File: src/rtl/voice_vca_mixer.sv
// Shared serial VCA and mixer: shift-add multiplies each voice's sample by its envelope level,
// accumulates one frame of voices and emits a scaled, saturated signed mix sample.
module voice_vca_mixer #(
    parameter int unsigned WAVE_W     = 12,
    parameter int unsigned ENV_W      = 8,
    parameter int unsigned NUM_VOICES = 3,
    parameter int unsigned OUT_W      = 16,
    parameter int unsigned MIX_SHIFT  = 5
) (
    input  logic              clk_i,
    input  logic              rst_ni,
    input  logic              start_i,
    input  logic [1:0]        voice_idx_i,
    input  logic [WAVE_W-1:0] wave_i,
    input  logic [ENV_W-1:0]  env_i,
    output logic              ready_o,
    output logic              busy_o,
    output logic [OUT_W-1:0]  mix_o,
    output logic              mix_valid_o
);

    localparam int unsigned P_W   = WAVE_W + ENV_W;
    localparam int unsigned A_W   = P_W + $clog2(NUM_VOICES);
    localparam int unsigned CNT_W = (ENV_W > 1) ? $clog2(ENV_W) : 1;

    localparam logic [CNT_W-1:0] CNT_LAST   = CNT_W'(ENV_W - 1);
    localparam logic [1:0]       LAST_VOICE = 2'(NUM_VOICES - 1);

    localparam logic signed [A_W-1:0] SAT_MAX =
        signed'({{(A_W-OUT_W+1){1'b0}}, {(OUT_W-1){1'b1}}});
    localparam logic signed [A_W-1:0] SAT_MIN =
        signed'({{(A_W-OUT_W+1){1'b1}}, {(OUT_W-1){1'b0}}});

    typedef enum logic [1:0] {StIdle, StMult, StAcc, StDone} state_t;

    state_t                   r_state;
    logic [1:0]               r_voice;
    logic signed [P_W-1:0]    r_mcand;
    logic [ENV_W-1:0]         r_mplier;
    logic signed [P_W-1:0]    r_prod;
    logic [CNT_W-1:0]         r_cnt;
    logic signed [A_W-1:0]    r_acc;
    logic                     r_ready;
    logic                     r_busy;
    logic [OUT_W-1:0]         r_mix;
    logic                     r_mix_valid;

    logic signed [WAVE_W-1:0] w_swave;
    logic signed [A_W-1:0]    w_prod_ext;
    logic signed [A_W-1:0]    w_shifted;
    logic [OUT_W-1:0]         w_sat;

    // Offset binary to two's complement: flip the MSB.
    assign w_swave    = {~wave_i[WAVE_W-1], wave_i[WAVE_W-2:0]};
    assign w_prod_ext = A_W'(r_prod);
    assign w_shifted  = r_acc >>> MIX_SHIFT;

    always_comb begin
        w_sat = w_shifted[OUT_W-1:0];
        if (w_shifted > SAT_MAX) begin
            w_sat = {1'b0, {(OUT_W-1){1'b1}}};
        end else if (w_shifted < SAT_MIN) begin
            w_sat = {1'b1, {(OUT_W-1){1'b0}}};
        end
    end

    always_ff @(posedge clk_i) begin
        if (!rst_ni) begin
            r_state     <= StIdle;
            r_voice     <= '0;
            r_mcand     <= '0;
            r_mplier    <= '0;
            r_prod      <= '0;
            r_cnt       <= '0;
            r_acc       <= '0;
            r_ready     <= 1'b0;
            r_busy      <= 1'b0;
            r_mix       <= '0;
            r_mix_valid <= 1'b0;
        end else begin
            r_ready     <= 1'b0;
            r_mix_valid <= 1'b0;
            unique case (r_state)
                StIdle: begin
                    if (start_i) begin
                        r_voice  <= voice_idx_i;
                        r_mplier <= env_i;
                        r_mcand  <= P_W'(w_swave);
                        r_prod   <= '0;
                        r_cnt    <= '0;
                        r_busy   <= 1'b1;
                        r_state  <= StMult;
                    end
                end
                StMult: begin
                    if (r_mplier[0]) begin
                        r_prod <= r_prod + r_mcand;
                    end
                    r_mcand  <= r_mcand <<< 1;
                    r_mplier <= r_mplier >> 1;
                    r_cnt    <= r_cnt + CNT_W'(1);
                    if (r_cnt == CNT_LAST) begin
                        r_state <= StAcc;
                    end
                end
                StAcc: begin
                    // Voice 0 loads rather than adds so every frame starts clean.
                    if (r_voice == 2'd0) begin
                        r_acc <= w_prod_ext;
                    end else if (32'(r_voice) < NUM_VOICES) begin
                        r_acc <= r_acc + w_prod_ext;
                    end
                    r_state <= StDone;
                end
                StDone: begin
                    r_ready <= 1'b1;
                    if (r_voice == LAST_VOICE) begin
                        r_mix       <= w_sat;
                        r_mix_valid <= 1'b1;
                    end
                    r_busy  <= 1'b0;
                    r_state <= StIdle;
                end
                default: r_state <= StIdle;
            endcase
        end
    end

    assign ready_o     = r_ready;
    assign busy_o      = r_busy;
    assign mix_o       = r_mix;
    assign mix_valid_o = r_mix_valid;

endmodule

File: config.mk
export PLATFORM = sky130hd
export DESIGN_NAME = voice_vca_mixer
export DESIGN_NICKNAME = d
export VERILOG_FILES = /design/src/rtl/voice_vca_mixer.sv
export SDC_FILE = /design/constraint.sdc
export NUM_CORES = 1
export LEC_CHECK = 0
export CAP_MARGIN = 20
export CORE_MARGIN = 2
export CORE_UTILIZATION = 43
export CTS_BUF_LIST = sky130_fd_sc_hd__clkbuf_4 sky130_fd_sc_hd__clkbuf_8 sky130_fd_sc_hd__clkbuf_16
export CTS_CLUSTER_DIAMETER = 30
export DETAILED_ROUTE_END_ITERATION = 6
export GPL_ROUTABILITY_DRIVEN = 0
export PLACE_DENSITY = 0.63
export SLEW_MARGIN = 40
export SYNTH_ARGS = -nofsm -noshare
export SYNTH_HDL_FRONTEND = slang
export SYNTH_SLANG_ARGS = --single-unit
File: constraint.sdc
create_clock -name clk_i -period 4.67 [get_ports clk_i]
set_input_delay 0.7005 -clock clk_i [delete_from_list [all_inputs] [get_ports clk_i]]
set_output_delay 0.7005 -clock clk_i [all_outputs]
set_load 0.03 [all_outputs]
# [Word level (Yosys, flattened, before mapping)]
# Index checks and enable logic that the tools add are counted.
[op_classes] n_addsub=3 magnitude_cmp=3 n_eq_ne=8 n_mux=20 n_bitwise=1 reduce_logical=13
[ops] cell="20-bit one-hot mux with 2 select lines" count=2
[ops] cell="20-bit 2-to-1 mux" count=3
[ops] cell="22-bit 2-to-1 mux" count=2
[ops] cell="16-bit 2-to-1 mux" count=2
[ops] cell="22-bit by 20-bit adder with 22-bit output" count=1
[ops] cell="20-bit adder" count=1
[ops] cell="17-bit by 16-bit greater-than comparator with 1-bit output, second input constant" count=1
[ops] cell="17-bit by 16-bit less-than comparator with 1-bit output, second input constant" count=1
[ops] cell="8-bit one-hot mux with 2 select lines" count=1
[ops] cell="2-bit AND reduction" count=7
[ops] cell="8-bit 2-to-1 mux" count=1
[ops] cell="2-bit one-hot mux with 4 select lines" count=1
[ops] cell="2-bit == test, second input constant" count=3
[ops] cell="2-bit inequality test, second input constant" count=3
[ops] cell="3-bit one-hot mux with 2 select lines" count=1
[ops] cell="2-bit nonzero test" count=3
[ops] cell="2-bit logical NOT" count=2
[ops] cell="2-bit 2-to-1 mux" count=2
[ops] cell="3-bit by 1-bit adder with 3-bit output, second input constant" count=1
[ops] cell="3-bit == test, second input constant" count=1
[ops] cell="1-bit 2-to-1 mux" count=3
[ops] cell="3-bit 2-to-1 mux" count=1
[ops] cell="3-bit AND reduction" count=1
[ops] cell="2-bit by 1-bit == test with 1-bit output, second input constant" count=1
[ops] cell="other kinds (3)" count=3
[word_totals] register_bits=96 inputBits=25 out_inout_bits=19 wordCells=59

# [Depth between registers and ports, before layout]
[depth] ltp_word=3 mapped_depth=11 depth_no_buf=9

# [Least setup slack after synthesis]
# OpenSTA, ideal clock, no wires.
[synth_path] path_kind="reg2reg" startpoint="register r_prod[0]" endpoint="register r_acc[18]" setup_ps=134 arrival_time_ps=2200 required_ps=4536 path_slack_ps=2337 path_stages_with_launch=10 n_path_buf=0 synth_period_minus_slack_ps=2333 path_cell_list="dfxtp_1 > ha_1 > fa_1 > a211oi_1 > o211ai_1 > a21oi_1 > and4b_1 > nor3_1 > xor2_1 > a21oi_1"
[synth_between] elab_chain_len=3
[synth_lines] item="start: declaration" line_no="40" text="logic signed [P_W-1:0] r_prod;"
[synth_lines] item="start signal: assignment" line_no="97" text="r_prod <= r_prod + r_mcand;"
[synth_lines] item="22-bit by 20-bit adder with 22-bit output" line_no="111" text="r_acc <= r_acc + w_prod_ext;"
[synth_lines] item="22-bit 2-to-1 mux" line_no="110" text="end else if (32'(r_voice) < NUM_VOICES) begin"
[synth_lines] item="22-bit 2-to-1 mux" line_no="108" text="if (r_voice == 2'd0) begin"
[synth_lines] item="end signal: assignment" line_no="109" text="r_acc <= w_prod_ext;"
[synth_lines] item="end signal: assignment" line_no="111"
[synth_lines] item="end: declaration" line_no="42" text="logic signed [A_W-1:0] r_acc;"
# Every way passes these cells. The select of a mux whose other input is x is not followed.
# A chain may end at the register's enable or synchronous reset.

# [Worst setup path after layout]
# Same ends and word-level chain as after synthesis.

==> summary.txt <==
Flow run
  • MaxCap Viol Count: 0

Clocking
  • Worst-Skew Late Latency: 0.35 ns
  • # hold bufs at CTS: 0
  • Num CTS Buffers: 9
  • Clk slew on worst S/H paths: 0.07 ns
  • Post-cts sizing count: 0
  • Root buf cell: clkbuf_16
  • TritonCTS clock tree: done
  • H-tree depth: 3
  • Clock buffer depth: 2
  • Post-CTS setup buffers: 0
  • TritonCTS Sinks: 96

Yosys
  • Number of flops mapped to enable cells by yosys: 0
  • Syn Nets: 823
  • Sequential area share after synthesis: 31.6%
  • Yosys Warn Count: 0
  • Post-Syn Area: 0.00608 mm²
  • Syn_area_per_cell: 8.10 µm²
  • Post-synth ARST share: 0%
  • Post-synth cell types: 56
  • Post-Synthesis Cells: 750
  • #FFs+latches synth: 96
  • Primary FF master, synth: dfxtp_1

Drt
  • Post-route DRC: 0
  • Number of routed nets with antenna violations: 0
  • Routed len/inst: 15.5 µm
  • Final Routed Wirelength: 14700 µm
  • DRT Pass-1 Iters: 5
  • DR vias/cell: 5.71
  • Initial DRC count: 254
  • Routed vias: 5441

Floorplan
  • # IOs: 44
  • Row cnt: 43
  • Starting Density: 43.9%
  • Core box area: 0.0138 mm²
  • Die ar.: 0.0151 mm²
  • Die H: 123 µm
  • Die Wd: 123 µm

Layout
  • Layout area overhead: 14.1%
  • Layout cells sized above 1: 5.17%
  • Final Net Count: 841
  • Layout Cell Area excl Fill: 0.00694 mm²
  • Most frequent cells in the layout: nand2_1, dfxtp_1, a21oi_1, o21ai_0, ha_1
  • Most common cell after layout, fill and taps aside: nand2_1
  • # fillers: 1313
  • Ant. Diodes: 0

GRT
  • Initial antenna violation count: 0
  • Largest net degree at the start of global routing: 47
  • Gr usage total: 20.3%
  • Total global routing overflow: 0
  • First-pass GRT wire length: 24400 µm
  • Vias in the first global route: 5069

STA
  • Period Utilization, post-route: 58.3%
  • Final hold vios: 0
  • Clk_skew: 0.00761 ns
  • Total negative setup slack: 0 ns
  • Worst rel slew slack: 49.1%
  • Min Tclk post-route: 2.72 ns
  • Fmax: 367 MHz
  • Worst-Margin Slew: 0.763 ns
  • Setup-failing EPs final: 0
  • Slew Viols, Final: 0
  • RSZ-0062 raised after global routing: false

Critical path
  • CP arrival: 2.94 ns
  • Reg2Reg Depth: 9
  • Crit Path Max Fanout: 4
  • Reg2reg start: r_prod[0]
  • Crit path required time: 4.88 ns
  • Worst Setup Start Kind: flip-flop
  • Worst R2R End: r_acc[18]
  • Setup crit end kind: flip-flop
  • CP endpoint: r_acc[18]
  • Setup crit start: r_prod[0]
  • FF-to-FF setup slack: 1.95 ns
  • Type of the worst setup path: flip-flop to flip-flop

Placed design
  • Number of I/O port buffers: 43
  • Area after DPL: 0.00662 mm²
  • Post-DP HPWL: 10800 µm

Power
  • Leakage: 0.00298 µW
  • Peak supply drop: 0.000263 V
  • PD cells: 472 mW/mm²

Min path
  • Hold crit path type: flip-flop to flip-flop

Run status
  • Outcome: complete, no violations
routing by layer:
metal | wire length (µm) | global-route usage [%] | up-vias
met1 | 7050 | 26.2 | 2541
met2 | 6860 | 33.5 | 108
li1 | - | - | 2774
met3 | 577 | 4.18 | 18
met5 | 0 | 0 | -
met4 | 249 | 6.75 | 0
cells in the mapped netlist (all sizes together), types with 2 or more instances:
library cell  instances  area, µm²
a211o                 3       26.3
a211oi                7       57.6
a21boi               14        105
a21o                 11       82.6
a21oi                72        360
a221o                 2       20.0
a22oi                 9       67.6
a31o                  2       17.5
a31oi                 8       56.3
a32oi                 3       26.3
and2                  8       50.1
and3                  5       31.3
buf                   6       26.3
clkbuf               37        139
dfxtp                96       1920
fa                    2       40.0
ha                   46        576
inv                  11       41.3
mux2i                21        210
nand2                98        368
nand2b                8       50.1
nand3                11       55.1
nand4                 3       18.8
nand4b                2       17.5
nor2                 41        154
nor2b                20        125
nor3                  9       45.0
nor3b                 2       15.0
o211a                23        230
o211ai               25        188
o21a                  4       30.0
o21ai                73        365
o21bai                6       45.0
o311ai                2       17.5
o31a                  2       17.5
o31ai                 5       37.5
or2                   6       37.5
or3                   4       25.0
xnor2                20        175
xor2                 13        114
state kept, by name, indices dropped and copies added, names as in the netlist, 2 cells and up:
signal,flops
mix_o,16
r_acc,22
r_cnt,3
r_mcand,20
r_mplier,8
r_prod,20
r_state,2
r_voice,2
report_power, final:
part / internal, µW / leakage, µW / total (µW) / switching, µW
clock network: 463 / 0.000153 / 776 / 313
registers: 1010 / 0.000781 / 1190 / 182
logic: 522 / 0.00204 / 1300 / 782
worst max-delay path, cell delays in order (launching register included):
cell	delay [ns]
dfxtp_1	0.34
ha_1	0.23
fa_1	0.44
a211oi_1	0.34
o211ai_1	0.22
a21oi_1	0.34
and4b_1	0.24
nor3_1	0.17
xor2_1	0.17
a21oi_1	0.08
through the flow:
stage / total power [µW] / hold WS, ns / setup WS (ns) / instances / utilization [%]
6_report: 3270 / 0.469 / 1.95 / 953 / 50.2
5_1_grt: 3510 / 0.504 / 1.71 / 953 / 50.2
4_1_cts: 3300 / 0.474 / 1.94 / 953 / 50.2
3_5_place_dp: 2510 / 0.464 / 1.87 / 937 / 47.9
3_3_place_gp: 2460 / 0.458 / 1.77 / 937 / 47.9
2_1_floorplan: 2180 / 0.445 / 2.34 / 750 / -
layout make-up:
class                      count  area [µm²]  area share (%)
sequential                    96        1920            27.7
inverter                      11        41.3           0.595
multi-input combinational    600        3960            57.0
clock buffer                  14         275            3.97
timing repair buffer          50         478            6.89
clock inverter                 2        37.5           0.541
tap                          180         225            3.25
cell families after synthesis:
family | count (synthesis) | share of synthesized area (%)
xor+xnor | 33 | 4.76
mux | 22 | 3.64
flops | 96 | 31.6
simple gates | 220 | 16.8
fa+ha+maj | 48 | 10.1
buf+inv | 54 | 3.40
compound gates | 277 | 29.7
how the worst min path moves through the flow:
stage | cells after the start | slack, ns | end | start
2_1_floorplan | 2 | 0.44 | r_acc[2] | r_acc[2]
3_3_place_gp | 2 | 0.46 | r_acc[2] | r_acc[2]
3_5_place_dp | 2 | 0.46 | r_acc[2] | r_acc[2]
4_1_cts | 2 | 0.47 | r_acc[2] | r_acc[2]
5_1_grt | 2 | 0.50 | r_acc[2] | r_acc[2]
6_report | 2 | 0.47 | r_acc[2] | r_acc[2]
No activity file was read; power rests on OpenSTA's default activity.
